$ cat src/rtl/hazard_pkg.sv
// Shared hazard-unit types and default geometry for the issue-stage scoreboard,
// the pipeline top and the ALU latency table.
package hazard_pkg;

    localparam int unsigned NREG  = 32;
    localparam int unsigned AW    = 5;
    localparam int unsigned LAT_W = 3;

    // Latency code meaning "completes later via wb_valid_i".
    localparam int unsigned LAT_UNKNOWN = 0;

    typedef struct packed {
        logic [LAT_W-1:0] cnt;
        logic             unk;
    } sb_entry_t;

endpackage

$ cat src/rtl/sb_entry.sv
// One scoreboard entry: a saturating latency countdown plus an unknown-latency
// flag that is cleared by a writeback completion.
module sb_entry
    import hazard_pkg::*;
#(
    parameter int unsigned LAT_W = hazard_pkg::LAT_W
) (
    input  logic             clk_i,
    input  logic             rst_i,
    input  logic             load_i,
    input  logic [LAT_W-1:0] load_cnt_i,
    input  logic             load_unk_i,
    input  logic             wb_clr_i,
    output logic             busy_o,
    output logic             unk_only_o
);

    typedef struct packed {
        logic [LAT_W-1:0] cnt;
        logic             unk;
    } entry_t;

    entry_t state_q;
    entry_t state_d;

    // A new record replaces whatever was pending, including any decrement or clear.
    always_comb begin
        state_d = state_q;
        if (load_i) begin
            state_d.cnt = load_cnt_i;
            state_d.unk = load_unk_i;
        end else begin
            if (state_q.cnt != '0) begin
                state_d.cnt = state_q.cnt - LAT_W'(1);
            end
            if (wb_clr_i) begin
                state_d.unk = 1'b0;
            end
        end
    end

    always_ff @(posedge clk_i or negedge rst_i) begin
        if (!rst_i) begin
            state_q <= '0;
        end else begin
            state_q <= state_d;
        end
    end

    assign busy_o     = (state_q.cnt != '0) | state_q.unk;
    assign unk_only_o = (state_q.cnt == '0) & state_q.unk;

endmodule

$ cat src/rtl/hazard_scoreboard.sv
// Per-register issue hazard scoreboard: tracks in-flight writes with fixed or
// unknown latency and stalls issue on RAW/WAW against pending registers.
module hazard_scoreboard
    import hazard_pkg::*;
#(
    parameter int unsigned NREG  = hazard_pkg::NREG,
    parameter int unsigned AW    = hazard_pkg::AW,
    parameter int unsigned LAT_W = hazard_pkg::LAT_W
) (
    input  logic             clk_i,
    input  logic             rst_i,
    input  logic             issue_valid_i,
    input  logic [AW-1:0]    issue_rs1_i,
    input  logic [AW-1:0]    issue_rs2_i,
    input  logic [1:0]       issue_rs_used_i,
    input  logic             issue_we_i,
    input  logic [AW-1:0]    issue_rd_i,
    input  logic [LAT_W-1:0] issue_lat_i,
    input  logic             flush_i,
    input  logic             wb_valid_i,
    input  logic [AW-1:0]    wb_rd_i,
    output logic             stall_o,
    output logic [NREG-1:0]  busy_o
);

    logic [NREG-1:0]  busy;
    logic [NREG-1:0]  unk_only;
    logic [NREG-1:0]  wb_hit;
    logic [NREG-1:0]  eff_busy;
    logic             raw;
    logic             waw;
    logic             rd_nz;
    logic             accept_we;
    logic             lat_unknown;
    logic [LAT_W-1:0] load_cnt;

    assign busy[0]     = 1'b0;
    assign unk_only[0] = 1'b0;

    for (genvar r = 1; r < NREG; r++) begin : g_entry
        sb_entry #(
            .LAT_W (LAT_W)
        ) u_entry (
            .clk_i      (clk_i),
            .rst_i      (rst_i),
            .load_i     (accept_we & (issue_rd_i == AW'(r))),
            .load_cnt_i (load_cnt),
            .load_unk_i (lat_unknown),
            .wb_clr_i   (wb_valid_i & (wb_rd_i == AW'(r))),
            .busy_o     (busy[r]),
            .unk_only_o (unk_only[r])
        );
    end

    // An unknown-latency entry completing this cycle is treated as already free.
    always_comb begin
        wb_hit = '0;
        if (wb_valid_i) begin
            wb_hit[wb_rd_i] = 1'b1;
        end
        eff_busy = busy & ~(unk_only & wb_hit);
    end

    assign rd_nz = (issue_rd_i != '0);
    assign raw   = (issue_rs_used_i[0] & eff_busy[issue_rs1_i])
                 | (issue_rs_used_i[1] & eff_busy[issue_rs2_i]);
    assign waw   = issue_we_i & rd_nz & eff_busy[issue_rd_i];

    assign stall_o = issue_valid_i & ~flush_i & (raw | waw);

    assign accept_we   = issue_valid_i & ~flush_i & ~stall_o & issue_we_i & rd_nz;
    assign lat_unknown = (issue_lat_i == LAT_W'(LAT_UNKNOWN));
    assign load_cnt    = lat_unknown ? '0 : issue_lat_i - LAT_W'(1);

    assign busy_o = busy;

endmodule

$ cat config.mk
export PLATFORM = sky130hd
export DESIGN_NAME = hazard_scoreboard
export DESIGN_NICKNAME = d
export VERILOG_FILES = /design/src/rtl/hazard_pkg.sv /design/src/rtl/sb_entry.sv /design/src/rtl/hazard_scoreboard.sv
export SDC_FILE = /design/constraint.sdc
export NUM_CORES = 1
export LEC_CHECK = 0
export ABC_AREA = 1
export BUFFER_PORTS_ARGS = -buffer_cell sky130_fd_sc_hd__buf_2
export CAP_MARGIN = 20
export CORE_MARGIN = 2
export CORE_UTILIZATION = 40
export CTS_CLUSTER_DIAMETER = 40
export DETAILED_ROUTE_END_ITERATION = 12
export GPL_TIMING_DRIVEN = 0
export PLACE_DENSITY = 0.67
export REMOVE_ABC_BUFFERS = 1
export SYNTH_ARGS = -nofsm -noshare
export SYNTH_HDL_FRONTEND = slang
export SYNTH_SLANG_ARGS = --single-unit
$ cat constraint.sdc
create_clock -name clk_i -period 5.1 [get_ports clk_i]
set_input_delay 0.765 -clock clk_i [delete_from_list [all_inputs] [get_ports clk_i]]
set_output_delay 0.765 -clock clk_i [all_outputs]
set_load 0.05 [all_outputs]
# == Yosys cells after proc, flatten, opt, wreduce, memory -nomap -nowiden ==
# Index checks and enable logic that the tools add are counted.
# classes
add_sub_neg,32
order_cmp,5
muxes,103
reduce_logical,127
n_eq_ne,62
bitwise,140
# ops
cell,n
$eq A5 B5 Y1 const B,32
$mux W4,31
$reduce_bool A2 Y1,62
$and A1 B1 Y1,102
$logic_not A3 Y1,32
$mux W3,32
$sub A3 B1 Y3 const B,32
$reduce_bool A3 Y1,31
$eq A5 B4 Y1 const B,16
$and A32 B32 Y32,2
$eq A5 B3 Y1 const B,8
$mux W1,35
$or A1 B1 Y1,33
$mux W32,1
$not A32 Y32,1
$lt A5 B6 Y1 const B,4
$eq A5 B2 Y1 const B,4
$bmux W1 S5,3
$eq A5 B1 Y1 const B,2
$demux W1 S5,1
$ge A5 B1 Y1 const B,1
$reduce_bool A5 Y1,1
$not A1 Y1,2
$logic_and A1 B1 Y1,1
# totals
wordCells,531
regBits,124
output_inout_bits,33
in_bits,31

# == Logic depth before layout (Yosys ltp) ==
# Gate-level depths: netlist of the first run.
# depth
ltp_word,20
mapped_depth,21
depth_no_buf,19

# == Hierarchy ==
# A second synthesis of the first run with hierarchy kept.
# unflattened
hier_cells,1651
hier_area_um2,10284.9
# by_module_without_submodules
mod,cells_per_inst,n_inst,seq_area_each_um2,area_each_um2
sb_entry,38,31,100.1,262.8
hazard_scoreboard,473,1,0.0,2139.6

# == Least setup slack after synthesis of the first run ==
# Ideal clock, no wire load.
# synth_timing
path_type,input -> output
start,in issue_rs2_i[0]
end,out stall_o
t_required_ps,4335
cell_stages,15
n_path_buf,3
t_arrival_ps,2635
slack_ps,1700
path_cell_list,buf_2 -> inv_1 -> buf_1 -> nand3_1 -> nand3_1 -> nand3_1 -> nand3_1 -> nand2_1 -> nand2_1 -> nand2_1 -> nor2_1 -> nor2_2 -> buf_2 -> or2_2 -> inv_1
# synth_via
elab_chain_cells,6
# synth_lines
element,line,rtl
"start, declared",hazard_scoreboard.sv:14,"input logic [AW-1:0] issue_rs2_i,"
$bmux W1 S5,hazard_scoreboard.sv:66,| (issue_rs_used_i[1] & eff_busy[issue_rs2_i]);
$mux W1 (not written as such),hazard_scoreboard.sv:66,
$and A1 B1 Y1,hazard_scoreboard.sv:66,
$or A1 B1 Y1,hazard_scoreboard.sv:66,
$or A1 B1 Y1,hazard_scoreboard.sv:69,assign stall_o = issue_valid_i & ~flush_i & (raw | waw);
$and A1 B1 Y1,hazard_scoreboard.sv:69,
"end, declared",hazard_scoreboard.sv:22,"output logic stall_o,"
# Every way passes these cells. The select of a mux whose other input is x is not followed.

# == Worst setup path after layout of the first run ==
# layout_timing
start,in issue_rd_i[4]
end,out stall_o
# layout_via
elab_chain_cells,5
# layout_lines
element,line,rtl
"start, declared",hazard_scoreboard.sv:17,"input logic [AW-1:0] issue_rd_i,"
$bmux W1 S5 or $reduce_bool A5 Y1 (tied branches),"hazard_scoreboard.sv:67, hazard_scoreboard.sv:64",
$mux W1 (not written as such) or $and A1 B1 Y1 (tied branches),hazard_scoreboard.sv:67,assign waw = issue_we_i & rd_nz & eff_busy[issue_rd_i];
$and A1 B1 Y1 *,hazard_scoreboard.sv:67,
$or A1 B1 Y1 *,hazard_scoreboard.sv:69,
$and A1 B1 Y1 *,hazard_scoreboard.sv:69,
# Mark *: on every way between the ends. The rest lies on a longest branch, timed or not. The select of a mux whose other input is x is not followed.

==> results.py, run 1 <==
metrics = {
    "global_route": {
        "use_met1_pct": 30.98,
        "met3_usage_pct": 3.948,
        "grt_max_degree": 74,
        "groute.usage.overall_pct": 22.32,
        "grt_overflow": 0,
        "met2_usage_pct": 36.01,
        "busiest_layer": "met2",
        "grt_pass1_wl_um": 45840,
        "first_global_vias": 9041,
        "antenna_found_initial": 1,
    },
    "timing": {
        "setup_violations": 0,
        "rsz0062_at_grt": "no",
        "finalCritPeriodShare_pct": 91.61,
        "slew_viol_final": 0,
        "worst_slack_ns": 0.4277,
        "slew_headroom_pct": 35.71,
        "worst_slew_pin_slew_ns": 0.9621,
        "finalHoldViolCount": 0,
        "period_needed_ns": 4.672,
        "fin_skew_ns": 0.01040,
        "timing.fmax_ghz": 0.2140,
    },
    "placement": {
        "post-place-ws_ns": 0.1786,
        "gp_congestion": 0.9720,
        "dp.cells": 1742,
        "port_buffers": 62,
        "dpl.hpwl_um": 19530,
        "postPlaceCellArea_um2": 10190,
    },
    "layout": {
        "syn_to_final_growth_pct": 10.88,
        "fin_cells": 1777,
        "fin_nets": 1533,
        "largestRegisters": "g_entry.u_entry.state_q (124)",
        "post-route-util_pct": 44.81,
        "largest-register": "g_entry.u_entry.state_q",
        "final_area_um2": 10800,
        "largest_reg_flops": 124,
        "drive_above_1_share_pct": 8.552,
    },
    "critical_path": {
        "worst_path_most_repeated_cell": "nand2_1",
        "critPathLaunchType": "input pin",
        "critPathCaptureType": "primary output",
        "path_max_fanout": 35,
        "arrival_ns": 3.91,
        "crit_chain": "buf_2 -> clkinv_1 -> o21ai_1 -> nor3_1 -> nand2_1 -> inv_1 -> nand2_1 -> nand2_1 -> nand2_1 -> nand2_1 -> nor2_4 -> buf_12 -> or2_2 -> inv_1 -> buf_2",
        "slowest_delay_ns": 0.72,
        "required_ns": 4.34,
        "slowest_stage": "clkinv_1",
        "crit_type": "in -> out",
    },
    "flow_run": {
        "maxCapViolations": 0,
    },
    "die": {
        "start_util_pct": 40.41,
        "rows": 57,
        "die_h_um": 160.1,
        "die_area_um2": 25620,
        "io_pins": 64,
        "fp.coreArea_um2": 24110,
        "fp.dieW_um": 160.1,
    },
    "detailed_routing": {
        "dr.pass1.iters": 6,
        "drt_wl_total_um": 28050,
        "drtIter0Drc": 928,
        "wl_per_cell_um": 15.79,
        "vias_per_cell": 5.361,
        "drc_errors": 0,
        "antenna_left": 0,
        "vias": 9527,
    },
    "synthesis": {
        "synth_seq_cells": 124,
        "synth_top_cells_by_area": "dfrtp_1, nand2_1, nand3_1",
        "ys_seq_area_share_pct": 31.85,
        "synthCells": 1440,
        "syn_area_per_cell_um2": 6.765,
        "yosysTopAreaCell": "dfrtp_1",
        "synth_cell_types": 27,
        "yosys_warnings": 0,
        "synthesis.area_um2": 9742,
        "synth_top_area_share_pct": 31.85,
    },
    "power_and_ir_drop": {
        "p_per_area_nw_per_um2": 556.1,
        "leakagePower_nw": 5.808,
        "peakVddDrop_mv": 0.2080,
        "power_mw": 6.007,
    },
    "cts": {
        "insertion_delay_ns": 0.43,
        "post_cts_buffers": 0,
        "cts_sinks": 124,
        "h-tree-depth": 4,
        "clockRootBuffer": "clkbuf_16",
        "path_clk_slew_ns": 0.06,
        "postCtsResizedCells": 0,
        "cts_hold_buf": 0,
        "clockBufferDepth": 2,
        "cts_tree": "built",
        "cts_buffers": 17,
    },
    "outcome": {
        "status": "finished, final reports clean",
    },
    "min_path": {
        "min_path_type": "in -> async",
    },
}
## power by group
part	internal [mW]	switching (mW)
Combinational	1.09	2.02
Sequential	1.40	0.228
Clock	0.802	0.460
Total	3.30	2.70
## synth_stat cells
cell type,n
conb_1,1
a21oi_1,3
nor2_4,1
inv_1,202
buf_4,39
inv_2,6
clkbuf_1,22
buf_1,16
a21o_1,29
o21ai_0,64
nor2_2,3
and2_0,1
buf_2,16
ha_1,64
nor3_1,9
nand3_1,179
or2_2,10
dfrtp_1,124
xor2_1,33
clkinv_1,1
o21ai_1,7
or2_1,1
buf_6,1
nand4_1,126
nand2_1,404
nor2_1,77
nor4_1,1
## metrics by stage
stage | hold slack [ns] | setup TNS (ns)
after global placement | 0.4830 | -623.48
after CTS | 0.3922 | 0
after global routing | 0.4248 | 0
after detailed placement | 0.4872 | 0
final | 0.3531 | 0
after floorplan | 0.4608 | -177.32
## cells by family (layout without fill, tap and decap cells)
group	count (synthesis)	after routing	share of synthesized area, %
simple gates	812	813	37.43
buf+inv	303	312	13.46
flops	124	124	31.85
compound gates	103	103	6.036
fa+ha+maj	64	64	8.220
xor+xnor	33	33	2.967
other cells	1	4	0.03849
## placed cells by master, fill, tap and decap left out, types with 2 or more instances in the layout
cell type	instances
buf_16	3
clkbuf_8	3
clkbuf_16	17
inv_1	202
clkinv_2	3
nor3_1	9
dfrtp_1	124
ha_1	63
nand3_1	179
nand4_1	126
o21ai_0	63
diode_2	3
nor2_2	2
nand2_1	404
a21o_1	29
bufinv_16	3
buf_2	61
o21ai_1	7
buf_12	6
clkbuf_1	4
a21oi_1	3
or2_2	10
nor2_4	5
inv_2	6
nor2_1	75
xor2_1	33
## worst max-delay path: cells and delay by family
kind | cells | cell delay (ns)
AO/OA/AOI/OAI | 1 | 0.28
buffers and inverters | 6 | 1.66
AND/OR/NAND/NOR | 8 | 1.17
## final timing paths
kind / depth (start not counted) / slack, ns / start / to
min in group clk_i: 2 / 0.50 / g_entry[3].u_entry.state_q[0] / g_entry[3].u_entry.state_q[0]
max reg2reg: 19 / 1.90 / g_entry[23].u_entry.state_q[1] / g_entry[15].u_entry.state_q[2]
min: 1 / 0.35 / rst_i / g_entry[3].u_entry.state_q[3]
min reg2reg: 2 / 0.50 / g_entry[3].u_entry.state_q[0] / g_entry[3].u_entry.state_q[0]
max: 15 / 0.43 / issue_rd_i[4] / stall_o
max in group asynchronous: 2 / 4.02 / rst_i / g_entry[27].u_entry.state_q[2]
## routing by layer
| metal | routed length (µm) | vias to the layer above | share of wire [%] |
|---|---|---|---|
| li1 | - | 4656 | - |
| met1 | 12730 | 4469 | 45 |
| met2 | 12690 | 373 | 45 |
| met3 | 2217 | 29 | 7.9 |
| met4 | 411 | 0 | 1.5 |
| met5 | 0 | - | 0 |
## final cells by class
class	instances	area, µm²
sequential	124	3103
fill	2496	13300
tap	324	405.4
multi-input combinational	1014	5373
antenna	3	7.507
clock inverter	7	112.6
timing repair buffer	72	534.3
clock buffer	24	481.7
inverter	209	784.5
Power figures use the tool's default switching activity.
==> run 2: changes to the inputs <==
--- a/config.mk
+++ b/config.mk
@@ -13,6 +13,7 @@
 export CTS_CLUSTER_DIAMETER = 40
 export DETAILED_ROUTE_END_ITERATION = 12
 export GPL_TIMING_DRIVEN = 0
+export MAX_ROUTING_LAYER = met4
 export PLACE_DENSITY = 0.67
 export REMOVE_ABC_BUFFERS = 1
 export SYNTH_ARGS = -nofsm -noshare
==> run 2 against run 1 <==
Effect of this change: register-to-register slack better by 0.02 ns; clock skew down 0.0023 ns; sequential power about the same; worst hold slack worse by 0.098 ns; critical path type unchanged; largest cell class unchanged.
==> results.py, run 2 (same netlist as run 1, synthesis figures left out) <==
metrics = {
    "critical_path": {
        "endpoint": "stall_o",
        "reg2reg_from": "g_entry[23].u_entry.state_q[1]",
        "startpoint": "wb_rd_i[4]",
        "path_max_fanout": 46,
        "ff2ff_setup_slack_ns": 1.92,
        "critPathLaunchType": "input pin",
        "required_ns": 4.34,
        "arrival_ns": 3.92,
        "r2r_end": "g_entry[14].u_entry.state_q[1]",
        "crit_type": "in -> out",
        "reg2reg_depth": 20,
        "critPathCaptureType": "primary output",
    },
    "cts": {
        "path_clk_slew_ns": 0.06,
        "cts_hold_buf": 0,
        "postCtsResizedCells": 0,
        "cts_sinks": 124,
        "clockRootBuffer": "clkbuf_16",
        "insertion_delay_ns": 0.43,
        "h-tree-depth": 4,
        "cts_buffers": 17,
        "clockBufferDepth": 2,
        "post_cts_buffers": 0,
        "cts_tree": "built",
    },
    "power_and_ir_drop": {
        "p_per_area_nw_per_um2": 561.2,
        "leakagePower_nw": 5.848,
        "peakVddDrop_mv": 0.2552,
        "power_mw": 6.113,
    },
    "layout": {
        "largest-register": "g_entry.u_entry.state_q",
        "syn_to_final_growth_pct": 11.80,
        "drive_above_1_share_pct": 8.890,
        "fin_nets": 1533,
        "layout_commonest_cell": "nand2_1",
        "largest_reg_flops": 124,
        "largestRegisters": "g_entry.u_entry.state_q (124)",
        "post-route-util_pct": 45.18,
        "final_cell_mix": "nand2_1, inv_1, nand3_1",
        "fin_cells": 1776,
    },
    "min_path": {
        "min_path_type": "in -> async",
    },
    "detailed_routing": {
        "drtIter0Drc": 819,
        "antenna_left": 0,
        "drc_errors": 0,
        "vias_per_cell": 5.233,
        "drt_wl_total_um": 27310,
        "vias": 9293,
        "dr.pass1.iters": 7,
        "wl_per_cell_um": 15.38,
    },
    "timing": {
        "setup_violations": 0,
        "finalCritPeriodShare_pct": 91.84,
        "period_needed_ns": 4.684,
        "slew_headroom_pct": 25.77,
        "finalHoldViolCount": 0,
        "worst_slew_pin_slew_ns": 1.112,
        "slew_viol_final": 0,
        "timing.fmax_ghz": 0.2135,
        "fin_skew_ns": 0.008145,
        "rsz0062_at_grt": "no",
    },
    "placement": {
        "dp.cells": 1743,
        "dpl.hpwl_um": 19340,
        "port_buffers": 62,
        "gp_congestion": 0.9846,
    },
    "flow_run": {
        "maxCapViolations": 0,
    },
    "global_route": {
        "groute.usage.overall_pct": 22.62,
        "first_global_vias": 8739,
        "grt_max_degree": 86,
        "grt_overflow": 0,
        "grt_pass1_wl_um": 45170,
        "antenna_found_initial": 1,
    },
    "die": {
        "fp.dieW_um": 160.1,
        "start_util_pct": 40.41,
        "io_pins": 64,
        "fp.coreArea_um2": 24110,
        "die_area_um2": 25620,
        "die_h_um": 160.1,
        "rows": 57,
    },
    "outcome": {
        "status": "finished, final reports clean",
    },
}
run 2: layout make-up:
type                       count  area, µm²
multi-input combinational   1013       5361
clock inverter                13      212.7
inverter                     209      784.5
fill                        2498      13210
sequential                   124       3103
timing repair buffer          73      569.3
antenna                        1      2.502
tap                          324      405.4
clock buffer                  19      452.9
run 2: through the flow:
step | TNS (ns) | setup WS (ns) | area [µm²] | hold WS, ns
finish | 0 | 0.4161 | 10890 | 0.2553
global route | 0 | 0.04065 | 10890 | 0.2768
CTS | 0 | 0.4950 | 10890 | 0.2670
detailed placement | 0 | 0.4971 | 10220 | 0.4890
global placement | -624.73 | -5.282 | 9931 | 0.4839
floorplan | -177.32 | -1.557 | 9215 | 0.4608
run 2: per-layer routing:
| layer | vias to the layer above | track usage [%] | routed length [µm] |
|---|---|---|---|
| li1 | 4655 | - | - |
| met1 | 4276 | 31.22 | 12650 |
| met2 | 330 | 34.04 | 12170 |
| met3 | 32 | 4.182 | 2099 |
| met4 | 0 | 6.388 | 396 |
| met5 | - | - | 0 |
run 2: report_power, final:
part	switching (mW)	total, mW	internal [mW]
Clock	0.484	1.38	0.896
Sequential	0.221	1.62	1.40
Combinational	2.00	3.11	1.10
run 2: worst min path at each step:
stage / start / to / slack [ns] / cells after the start
2_1_floorplan: g_entry[13].u_entry.state_q[0] / g_entry[13].u_entry.state_q[0] / 0.46 / 2
3_3_place_gp: g_entry[14].u_entry.state_q[0] / g_entry[14].u_entry.state_q[0] / 0.48 / 2
3_5_place_dp: g_entry[14].u_entry.state_q[0] / g_entry[14].u_entry.state_q[0] / 0.49 / 2
4_1_cts: rst_i / g_entry[8].u_entry.state_q[2] / 0.27 / 1
5_1_grt: rst_i / g_entry[3].u_entry.state_q[1] / 0.28 / 1
6_report: rst_i / g_entry[8].u_entry.state_q[2] / 0.26 / 1
run 2: critical path, cell delays in order:
cell and delay [ns]:
buf_2 0.11, nor2_2 0.85, nand3_1 0.14, nand2_1 0.13
nand2_1 0.17, nand2_1 0.10, nand2_1 0.05, nand3_1 0.07
nand2_1 0.06, nand2_1 0.09, inv_1 0.03, nand2_1 0.05
nand2_1 0.05, nand2_1 0.06, nand2_1 0.08, nor2_4 0.44
buf_12 0.29, or2_2 0.15, inv_1 0.03, buf_2 0.20
